### config.mk
export PLATFORM = sky130hd
export DESIGN_NAME = if_stage
export DESIGN_NICKNAME = d
export VERILOG_FILES = /design/src/rtl/mips_pkg.sv /design/src/rtl/if_halt_detect.sv /design/src/rtl/if_stage.sv
export SDC_FILE = /design/constraint.sdc
export NUM_CORES = 1
export LEC_CHECK = 0
export CAP_MARGIN = 5
export CORE_MARGIN = 5
export CORE_UTILIZATION = 50
export CTS_BUF_LIST = sky130_fd_sc_hd__clkbuf_8
export CTS_CLUSTER_DIAMETER = 150
export CTS_CLUSTER_SIZE = 25
export DETAILED_ROUTE_END_ITERATION = 16
export HOLD_SLACK_MARGIN = 0.1
export PLACE_DENSITY_LB_ADDON = 0.08
export SKIP_CTS_REPAIR_TIMING = 1
export SYNTH_ARGS = -nofsm -noshare
export SYNTH_HDL_FRONTEND = slang
export SYNTH_SLANG_ARGS = --single-unit
### constraint.sdc
create_clock -name clk -period 3.3 [get_ports clk]
set_input_delay 0.495 -clock clk [delete_from_list [all_inputs] [get_ports clk]]
set_output_delay 0.495 -clock clk [all_outputs]
set_load 0.02 [all_outputs]
### src/rtl/mips_pkg.sv
// rtl/mips_pkg.sv - shared MIPS core constants and types
package mips_pkg;

    localparam int unsigned WORD_WIDTH = 32;

    localparam logic [WORD_WIDTH-1:0] NOP_INST         = 32'h0000_0000;
    localparam logic [WORD_WIDTH-1:0] DEFAULT_RESET_PC = 32'h0000_0000;
    localparam logic [WORD_WIDTH-1:0] PC_ALIGN_MASK    = 32'hFFFF_FFFC;

    // Opcode / funct values ID decodes to generate redirect requests
    localparam logic [5:0] OP_SPECIAL = 6'h00;
    localparam logic [5:0] OP_J       = 6'h02;
    localparam logic [5:0] OP_JAL     = 6'h03;
    localparam logic [5:0] OP_BEQ     = 6'h04;
    localparam logic [5:0] OP_BNE     = 6'h05;
    localparam logic [5:0] FUNCT_JR   = 6'h08;
    localparam logic [5:0] FUNCT_JALR = 6'h09;

endpackage

### src/rtl/if_halt_detect.sv
// rtl/if_halt_detect.sv - zero-word run counter with sticky end-of-program flag
module if_halt_detect #(
    parameter int unsigned HALT_COUNT = 10
) (
    input  logic clk,
    input  logic nrst,
    input  logic advance,
    input  logic inst_is_zero,
    output logic halted
);

    localparam logic [7:0] HALT_LIMIT = 8'(HALT_COUNT);

    logic [7:0] zero_cnt;

    // Once halted, advance drops, so the counter stays parked at the limit.
    always_ff @(posedge clk or negedge nrst) begin
        if (!nrst) begin
            zero_cnt <= 8'd0;
            halted   <= 1'b0;
        end else if (advance) begin
            if (inst_is_zero) begin
                if (zero_cnt >= HALT_LIMIT - 8'd1) begin
                    zero_cnt <= HALT_LIMIT;
                    halted   <= 1'b1;
                end else begin
                    zero_cnt <= zero_cnt + 8'd1;
                end
            end else begin
                zero_cnt <= 8'd0;
            end
        end
    end

endmodule

### src/rtl/if_stage.sv
// rtl/if_stage.sv - instruction fetch: PC register, IF/ID register, redirect and halt handling
module if_stage
    import mips_pkg::*;
#(
    parameter logic [WORD_WIDTH-1:0] RESET_PC   = DEFAULT_RESET_PC,
    parameter bit                    DELAY_SLOT = 1'b1,
    parameter int unsigned           HALT_COUNT = 10
) (
    input  logic                  clk,
    input  logic                  nrst,
    output logic [WORD_WIDTH-1:0] inst_addr,
    input  logic [WORD_WIDTH-1:0] inst,
    input  logic                  stall,
    input  logic                  flush,
    input  logic                  redirect_en,
    input  logic [WORD_WIDTH-1:0] redirect_addr,
    output logic [WORD_WIDTH-1:0] id_inst,
    output logic [WORD_WIDTH-1:0] id_pc4,
    output logic                  id_valid,
    output logic [WORD_WIDTH-1:0] pc_IF,
    output logic [WORD_WIDTH-1:0] pc_ID,
    output logic                  halted
);

    logic [WORD_WIDTH-1:0] pc;
    logic [WORD_WIDTH-1:0] pc_plus4;
    logic [WORD_WIDTH-1:0] pc_next;
    logic                  squash;
    logic                  advance;

    assign pc_plus4 = pc + 32'd4;
    assign pc_next  = redirect_en ? (redirect_addr & PC_ALIGN_MASK) : pc_plus4;
    // Without a delay slot the word fetched beside a redirect is on the wrong path
    assign squash   = flush | (redirect_en & (DELAY_SLOT == 1'b0));
    assign advance  = !stall && !halted;

    assign inst_addr = pc;
    assign pc_IF     = pc;

    always_ff @(posedge clk or negedge nrst) begin
        if (!nrst) begin
            pc       <= RESET_PC;
            id_inst  <= NOP_INST;
            id_pc4   <= RESET_PC + 32'd4;
            pc_ID    <= RESET_PC;
            id_valid <= 1'b0;
        end else if (halted) begin
            id_inst  <= NOP_INST;
            id_valid <= 1'b0;
        end else if (!stall) begin
            pc     <= pc_next;
            pc_ID  <= pc;
            id_pc4 <= pc_plus4;
            if (squash) begin
                id_inst  <= NOP_INST;
                id_valid <= 1'b0;
            end else begin
                id_inst  <= inst;
                id_valid <= 1'b1;
            end
        end
    end

    if_halt_detect #(
        .HALT_COUNT(HALT_COUNT)
    ) u_halt_detect (
        .clk         (clk),
        .nrst        (nrst),
        .advance     (advance),
        .inst_is_zero(inst == NOP_INST),
        .halted      (halted)
    );

endmodule

==> results of run 1 <==
## worst max path at each step
stage                     slack (ns)  cells past startpoint                     start                         to
after global placement          0.89                      6  inst_addr[2]$_DFFE_PN0P_  inst_addr[22]$_DFFE_PN0P_
after CTS                       0.79                      6  inst_addr[2]$_DFFE_PN0P_  inst_addr[22]$_DFFE_PN0P_
final                           0.76                      6  inst_addr[2]$_DFFE_PN0P_  inst_addr[22]$_DFFE_PN0P_
after detailed placement        0.83                      6  inst_addr[2]$_DFFE_PN0P_  inst_addr[22]$_DFFE_PN0P_
after floorplan                 1.14                      6  inst_addr[2]$_DFFE_PN0P_  inst_addr[30]$_DFFE_PN0P_
after global routing            0.61                      6  inst_addr[2]$_DFFE_PN0P_  inst_addr[22]$_DFFE_PN0P_
## synth_stat cells (3+ instances only)
| cell | number | share of area (%) |
|---|---|---|
| nor2_1 | 19 | 1.1 |
| xor2_1 | 10 | 1.4 |
| dfrtp_1 | 131 | 51 |
| and3_1 | 7 | 0.68 |
| o21a_1 | 4 | 0.47 |
| o21ai_0 | 54 | 4.2 |
| or3_1 | 3 | 0.29 |
| a21oi_1 | 21 | 1.6 |
| buf_4 | 42 | 4.9 |
| nor3_1 | 9 | 0.70 |
| nand4_1 | 6 | 0.59 |
| nand2_1 | 142 | 8.3 |
| a2bb2oi_1 | 7 | 0.96 |
| and2_1 | 3 | 0.29 |
| clkbuf_1 | 30 | 1.8 |
| buf_1 | 8 | 0.47 |
| nand3_1 | 17 | 1.3 |
| nor4_1 | 12 | 1.2 |
| ha_1 | 4 | 0.78 |
| mux2i_1 | 3 | 0.47 |
| xnor2_1 | 18 | 2.5 |
| a22oi_1 | 6 | 0.70 |
| inv_1 | 10 | 0.59 |
| o2bb2ai_1 | 3 | 0.41 |
| a22o_1 | 34 | 4.7 |
| nor3_2 | 4 | 0.63 |
| a31oi_1 | 6 | 0.59 |
| nor4_4 | 3 | 1.0 |
| o22ai_1 | 9 | 0.88 |
| o22a_1 | 5 | 0.68 |
## state kept, by name, summed over array words and instances, names as in the netlist
name	flops
id_inst	32
id_valid	1
inst_addr	30
pc_ID	30
u_halt_detect.zero_cnt	8
id_pc4	30
u_halt_detect.halted	1
## per-stage QoR
stage | setup WS, ns | area [sq um] | instances | utilization [%]
detailed placement | 0.834 | 8480 | 987 | 67.4
global route | 0.608 | 8920 | 1020 | 71.0
finish | 0.763 | 8920 | 1020 | 71.0
CTS | 0.792 | 8910 | 1019 | 70.9
floorplan | 1.14 | 6420 | 668 | -
global placement | 0.895 | 8480 | 987 | 67.4
## cell type report
type | instances | area [sq um]
fillers | 991 | 3650
flip-flops and latches | 132 | 3300
multi-input cells | 442 | 2620
repair buffers | 230 | 2300
clock buffers | 21 | 289
well taps | 172 | 215
clock inverters | 11 | 150
inverters | 11 | 41.3
diodes | 1 | 2.50
## critical path: cells and delay by family (launching register included)
kind | cells | cell delay [ns]
compound gates | 2 | 0.35
fa+ha+maj | 1 | 0.35
flops | 1 | 0.57
simple gates | 3 | 1.14
## power by group
part	internal, uW	switching, uW
clock network	828	637
logic	631	699
registers	1810	206
## metal layers
layer  up-vias  GRT usage (%)  wire [um]  share of wire [%]
met4         0           7.61        196                1.1
met3        15           7.87       1680                9.2
met2       209           36.5       8250                 45
li1       2595              -          -                  -
met1      2676           34.5       8030                 44
met5         -              0          0                  0
## kinds of logic after synthesis
group | share of synthesized area, %
buf+inv | 8.04
xor+xnor | 3.84
fa+ha+maj | 0.783
compound gates | 16.1
mux | 0.470
other cells | 0.0587
flops | 51.7
simple gates | 19.0
==> flow_summary_export.csv, run 1 <==
group,metric,value,unit
flow_run,cap_violations,0,
setup_path,crit_fanout,8,
yosys,ys_seq_elements,132,
placed_design,place.port_buffers,220,
yosys,ys_warn_count,0,
sta,holdWs,0.0807,ns
global_route,grt_pass1_wl,28.9,mm
outcome,status,"finished, final reports clean",
setup_path,required,3.63,ns
sta,relSlewSlack,52.2,%
global_route,grt_pass1_vias,5402,
setup_path,path_cells,"ha_1 > nand4_1 > or3_1 > nor3_2 > a31oi_1 > o22a_1",
setup_path,reg2reg_to,"inst_addr[22]$_DFFE_PN0P_",
route,vias,5495,
cts,clkTransAtPathRegs,0.07,ns
layout,nNetsFinal,907,
cts,clk_path_buf_depth,2,
yosys,async_flop_share,100,%
yosys,synth-edff-count,0,
yosys,avgSynthCellArea,9.67,sq um
floorplan,die_x,123,um
power_and_ir_drop,p_leak,0.00380,uW
setup_path,critical_path_arrival,2.86,ns
sta,slew_viol_final,0,
setup_path,r2r_setup_slack,0.76,ns
setup_path,path_class,"reg2reg",
global_route,grt.overflow.total,0,
setup_path,critPathSlowestCell,"dfrtp_1",
cts,clk_latency,0.44,ns
floorplan,dieArea,15100,sq um
placed_design,dp_hpwl,13.1,mm
sta,min_period_over_period,76.9,%
route,dr.pass1.iters,6,
cts,cts_root_buffer,"clkbuf_8",
yosys,ys.flop_type,"dfrtp_1",
yosys,syn_area,6390,sq um
route,drt_iter0_drc,369,
cts,cts_sinks,132,
hold_path,holdCritPathClass,"in2async",
setup_path,end_kind,"register",
sta,fin_crit,2.54,ns
floorplan,io_pins,231,
setup_path,critPathLaunchType,"register",
yosys,ys_types,52,
cts,htree_levels,4,
layout,drive_gt1_share,8.15,%
route,viasPerCell,5.39,
sta,setup_tns,0,ns
route,route.detailed.wl_per_inst,17.8,um
layout,final_cell_mix,"clkdlybuf4s50_1, nand2_1, dfrtp_1",
sta,tightest_slew,0.717,ns
layout,area_growth,39.5,%
setup_path,max_stage_delay,0.57,ns
sta,fin_skew,0.0135,ns
route,wl,18.2,mm
sta,setup_viol,0,
cts,numCtsBuffers,17,
route,ant_nets,0,
global_route,antenna_found_initial,1,
sta,timing.fmax,394,MHz
yosys,synth-seq-area-share,51.7,%
floorplan,initial_core_util,50.9,%
floorplan,core,12600,sq um
cts,cts_tree,"built",
floorplan,die_h,123,um
yosys,netlist_instances,661,
sta,rsz0062_at_grt,"false",
layout,final_common_cell,"clkdlybuf4s50_1",
floorplan,row_count,41,
placed_design,place.gp.congestion,0.799,
global_route,grt_max_degree,80,
global_route,grtUsageTotal,24.5,%
setup_path,reg2reg_from,"inst_addr[2]$_DFFE_PN0P_",
setup_path,reg2regPathDepth,6,
route,route.detailed.drc,0,
power_and_ir_drop,vdd_drop_max,0.000379,V
power_and_ir_drop,power_density,539,nW/um^2
sta,hold_viol_final,0,
power_and_ir_drop,power.total,4810,uW
No activity file was read; power rests on OpenSTA's default activity.
==> inputs of run 2 (changes only) <==
Settings changed: CORE_UTILIZATION 50 to 46.
Clock period 3.3 ns to 2.35 ns, I/O delays scaled along.
==> run 2 against run 1 <==
  * Worst hold slack improved by 0.29 ns
  * Critical endpoint unchanged
  * Largest power group unchanged
  * Clock power increased by 35%
  * Design area increased by 1.5%
==> flow_summary_export.csv, run 2 (synthesis results as in run 1) <==
group,metric,value,unit
placed_design,dpl_cell_area,8620,sq um
setup_path,crit_end,"inst_addr[22]$_DFFE_PN0P_",
setup_path,critPathLaunchType,"register",
global_route,grt.overflow.total,0,
route,viasPerCell,5.40,
layout,multi_input_area,2620,sq um
global_route,grt_max_degree,80,
layout,final_common_cell,"clkdlybuf4s50_1",
floorplan,row_count,43,
layout,diodes,0,
sta,hold_viol_final,0,
setup_path,path_class,"reg2reg",
floorplan,io_pins,231,
layout,stdcell_area,9050,sq um
sta,holdWs,0.366,ns
placed_design,dp_hpwl,13.6,mm
setup_path,reg2reg_from,"inst_addr[2]$_DFFE_PN0P_",
cts,cts_sinks,132,
route,vias,5642,
placed_design,place.gp.congestion,0.901,
placed_design,place.port_buffers,220,
floorplan,die_x,128,um
setup_path,path_depth,7,
route,ant_nets,0,
setup_path,path_cells,"ha_1 > nand4_1 > buf_4 > or3_1 > nor3_2 > a31oi_1 > o22a_1",
floorplan,die_h,128,um
sta,relSlewSlack,15.5,%
layout,largest_register,"id_inst",
sta,fin_skew,0.00907,ns
cts,clkTransAtPathRegs,0.08,ns
sta,slew_viol_final,0,
setup_path,cpLargestDelayFamily,"simple AND/OR/NAND/NOR gates",
power_and_ir_drop,seqPwrFrac,40.8,%
route,drt_iter0_drc,286,
sta,min_period_over_period,92.4,%
sta,setup_viol,0,
global_route,grt_pass1_wl,29.6,mm
setup_path,reg2reg_to,"inst_addr[22]$_DFFE_PN0P_",
floorplan,initial_core_util,46.4,%
flow_run,cap_violations,0,
layout,final_cell_mix,"clkdlybuf4s50_1, nand2_1, dfrtp_1",
sta,fin_crit,2.17,ns
setup_path,required,2.69,ns
sta,setup_tns,0,ns
cts,clk_path_buf_depth,2,
power_and_ir_drop,vdd_drop_max,0.000493,V
layout,fill_cells,1147,
setup_path,max_stage_delay,0.47,ns
power_and_ir_drop,power_frac_clock,29.5,%
route,wl,18.5,mm
placed_design,place_inst,1011,
route,route.detailed.drc,0,
route,route.detailed.wl_per_inst,17.7,um
floorplan,core,13800,sq um
layout,area_growth,41.6,%
sta,timing.fmax,460,MHz
cts,clk_latency,0.44,ns
global_route,grt_pass1_vias,5655,
sta,tightest_slew,1.27,ns
hold_path,holdCritPathClass,"in2reg",
layout,drive_gt1_share,9.71,%
setup_path,critPathSlowestCell,"or3_1",
power_and_ir_drop,power_density,745,nW/um^2
power_and_ir_drop,p_switching,2200,uW
power_and_ir_drop,p_sw_share,32.6,%
setup_path,startpoint,"inst_addr[2]$_DFFE_PN0P_",
setup_path,crit_buf_inv,1,
cts,numCtsBuffers,17,
outcome,status,"finished, final reports clean",
power_and_ir_drop,p_leak,0.00391,uW
layout,fin_cells,1045,
layout,regArea,3300,sq um
cts,htree_levels,4,
sta,rsz0062_at_grt,"false",
setup_path,critical_path_arrival,2.51,ns
global_route,antenna_found_initial,0,
setup_path,end_kind,"register",
layout,largest_reg_flops,32,
cts,cts_tree,"built",
power_and_ir_drop,pwr-share-comb,29.7,%
setup_path,reg2regPathDepth,7,
power_and_ir_drop,power.total,6740,uW
setup_path,r2r_setup_slack,0.18,ns
route,dr.pass1.iters,5,
cts,cts_root_buffer,"clkbuf_8",
global_route,grtUsageTotal,22.6,%
setup_path,crit_fanout,6,
power_and_ir_drop,internal_power,4540,uW
layout,nNetsFinal,925,
floorplan,dieArea,16400,sq um
[run 2: changes by cell type in the layout (fill, tap and decap cells not counted)]
cell	before	now
buf_4	8	24
clkbuf_8	21	18
inv_1	10	12
buf_12	2	3
clkinv_2	1	2
clkinv_4	2	3
clkinvlp_4	5	4
diode_2	1	0
dlygate4sd3_1	0	1
nor3_2	4	3
nor3_4	2	3
[run 2: power by group through the flow]
stage | combinational (uW) | clock (uW) | sequential, uW
2_1_floorplan | 701 | 0 | 3120
3_3_place_gp | 1990 | 0 | 2780
3_5_place_dp | 2010 | 0 | 2800
4_1_cts | 2020 | 2020 | 2760
5_1_grt | 2140 | 2120 | 2790
6_report | 2000 | 1990 | 2750
[run 2: worst register-to-register path, delay by kind of cell, from the launching register on]
family	cells	cell delay, ns
adder cells (fa/ha/maj)	1	0.28
AND/OR/NAND/NOR	3	0.92
AO/OA/AOI/OAI	2	0.33
buffers and inverters	1	0.18
flip-flops	1	0.36
[run 2: through the flow]
step           worst slack, ns  utilization, %
3_3_place_gp            0.0503            62.6
5_1_grt                 0.0140            65.7
3_5_place_dp          -0.00316            62.6
2_1_floorplan            0.192               -
6_report                 0.178            65.7
4_1_cts                  0.139            65.6
[run 2: worst min path at each step]
stage | startpoint | to | slack (ns) | depth (start not counted)
floorplan | nrst | id_inst[0]$_DFFE_PN0P_ | 0.06 | 0
global placement | nrst | id_inst[24]$_DFFE_PN0P_ | 0.34 | 1
detailed placement | nrst | id_inst[31]$_DFFE_PN0P_ | 0.35 | 1
CTS | nrst | id_inst[31]$_DFFE_PN0P_ | -0.14 | 1
global route | redirect_en | inst_addr[2]$_DFFE_PN0P_ | 0.37 | 3
finish | redirect_en | inst_addr[2]$_DFFE_PN0P_ | 0.37 | 3
[run 2: metal layers]
layer | wire [um] | global-route usage (%) | vias to the layer above
met5 | 0 | 0 | -
met4 | 321 | 7.55 | 0
met3 | 1610 | 6.96 | 25
met2 | 8520 | 35.2 | 257
met1 | 8080 | 30.2 | 2727
li1 | - | - | 2633
[run 2: cell type report]
| cell class | instances | area share [%] |
|---|---|---|
| Clock buffer | 18 | 2.74 |
| Inverter | 11 | 0.456 |
| Multi-Input combinational cell | 442 | 29.0 |
| Timing Repair Buffer | 248 | 27.0 |
| Clock inverter | 14 | 1.81 |
| Sequential cell | 132 | 36.5 |
| Tap cell | 180 | 2.49 |
==> variant, RTL diff (flow settings as in run 1) <==
Change the parameter `DELAY_SLOT` from 1'b1 to 1'b0.
--- a/src/rtl/if_stage.sv
+++ b/src/rtl/if_stage.sv
@@ -3,7 +3,7 @@
     import mips_pkg::*;
 #(
     parameter logic [WORD_WIDTH-1:0] RESET_PC   = DEFAULT_RESET_PC,
-    parameter bit                    DELAY_SLOT = 1'b1,
+    parameter bit                    DELAY_SLOT = 1'b0,
     parameter int unsigned           HALT_COUNT = 10
 ) (
     input  logic                  clk,
Formal check against the unedited RTL: not equivalent (a bounded check fails within 4 cycles, from zero or initial values and one cycle with nrst low).
==> variant against run 1 <==
  * Routed wire length down 0.16%
  * Critical path depth is the same
  * First-iteration DRC count down 13%
  * Cell area is 0.34% higher
  * Synthesized area grew 1.4%
  * Global-route usage is 0.67 points lower
  * Power fell by 1.1%
  * Worst setup slack better by 0.27 ns
  * Non-clock buffer count is 3 lower
  * Sequential cell count did not move
  * Critical path type unchanged
  * Largest power group unchanged
==> variant: results (changes against run 1) <==
<table>
<tr><th>Metric</th><th>Value</th></tr>
<tr><th colspan="2">Global routing</th></tr>
<tr><td>Routing usage on met1</td><td>31.69% (was 34.48%)</td></tr>
<tr><td>Met3 track demand over resource</td><td>6.812% (was 7.868%)</td></tr>
<tr><td>Combined global-route utilization of all metal layers</td><td>23.88% (was 24.55%)</td></tr>
<tr><td>Global-route wire length before repair</td><td>28660 um (was 28870 um)</td></tr>
<tr><td>Via count of the first global-routing pass</td><td>5565 (was 5402)</td></tr>
<tr><th colspan="2">Worst setup path</th></tr>
<tr><td>Setup slack on the worst flop-to-flop path</td><td>1.04 ns (was 0.76 ns)</td></tr>
<tr><td>Maximum single-stage delay on the critical path</td><td>0.51 ns (was 0.57 ns)</td></tr>
<tr><td>Arr. time, crit path</td><td>2.62 ns (was 2.86 ns)</td></tr>
<tr><td>Max Fanout on Critical Path</td><td>9 (was 8)</td></tr>
<tr><th colspan="2">Pwr</th></tr>
<tr><td>Peak ir drop on the vdd network</td><td>0.3041 mV (was 0.3786 mV)</td></tr>
<tr><td>Leak Pwr</td><td>3.868 nW (was 3.803 nW)</td></tr>
<tr><th colspan="2">Outcome</th></tr>
<tr><td>Status</td><td>finished clean (unchanged)</td></tr>
<tr><th colspan="2">STA</th></tr>
<tr><td>Share of the cycle needed by the critical path after routing</td><td>68.63% (was 76.87%)</td></tr>
<tr><td>Clock skew</td><td>0.006976 ns (was 0.01354 ns)</td></tr>
<tr><th colspan="2">Drt</th></tr>
<tr><td>Detailed-router iteration count before antenna repair</td><td>4 (was 6)</td></tr>
<tr><td>Average routed wire per standard cell</td><td>17.44 um (was 17.80 um)</td></tr>
<tr><td>Initial detailed-routing violation count</td><td>320 (was 369)</td></tr>
<tr><td>Via count</td><td>5650 (was 5495)</td></tr>
<tr><th colspan="2">Yosys</th></tr>
<tr><td>Largest cells by area after synthesis</td><td>dfrtp_1, nand2_1, buf_4 (unchanged)</td></tr>
<tr><td>Most instantiated cells after synthesis</td><td>nand2_1, dfrtp_1, o21ai_0 (unchanged)</td></tr>
<tr><td>Post-synth top area share</td><td>50.54% (was 51.27%)</td></tr>
<tr><td>Number of unique standard cell types used by synthesis</td><td>53 (was 52)</td></tr>
<tr><th colspan="2">Placement</th></tr>
<tr><td>Placer Congestion</td><td>0.8188 (was 0.7986)</td></tr>
<tr><td>HPWL Detailed</td><td>12670 um (was 13140 um)</td></tr>
<tr><th colspan="2">Cells and area</th></tr>
<tr><td>Net count of the finished layout</td><td>926 (was 907)</td></tr>
<tr><td>Filler cell count in the final layout</td><td>998 (was 991)</td></tr>
<tr><td>Fraction of final layout cells with drive strength greater than 1</td><td>6.467% (was 8.146%)</td></tr>
</table>
==> variant: cell types whose count changed in the layout (fill, tap and decap cells not counted), moves of 6 or more <==
cell,before,now
a21oi_1,21,28
nand4_1,6,12
nand2_1,142,160
nor2_1,17,10
o21ai_0,54,45
o21ai_1,0,7
nand3_1,17,24
==> variant: cells by family after synthesis <==
kind of cell	count (synthesis)	share of synthesized area (%)
XOR/XNOR	28	3.781
adder cells (fa/ha/maj)	4	0.7716
other	1	0.05781
multiplexers	5	0.7716
flip-flops	132	50.95
AND/OR/NAND/NOR	275	20.80
buffers and inverters	94	8.237
AO/OA/AOI/OAI	148	14.64
==> variant: power breakdown <==
group	internal (W)	switching, W
sequential	0.00180	0.000213
clock	0.000826	0.000619
combinational	0.000621	0.000675
total	0.00325	0.00151
==> variant: per-layer routing <==
metal  up-vias  share of wire, %
met5         -                 0
met4         0               2.6
met3        34               7.8
met2       226                48
met1      2727                42
li1       2663                 -
==> variant: layout make-up <==
type	instances	area (um^2)	share of cell area (%)
Clock inverter	14	170.2	1.902
Sequential cell	132	3304	36.93
Timing Repair Buffer	227	2288	25.58
Multi-Input combinational cell	468	2693	30.09
Clock buffer	18	247.7	2.769
Inverter	7	26.28	0.2937
Tap cell	172	215.2	2.405
Antenna cell	1	2.502	0.02797
==> variant: through the flow <==
stage	instance area [um^2]	setup WS [ns]	cells	power [W]
after CTS	8945	1.013	1038	0.004797
after global routing	8947	0.8171	1039	0.004987
after global placement	8527	0.8491	1006	0.003320
after detailed placement	8527	0.7781	1006	0.003347
after floorplan	6513	1.380	694	0.002718
final	8947	1.035	1039	0.004755
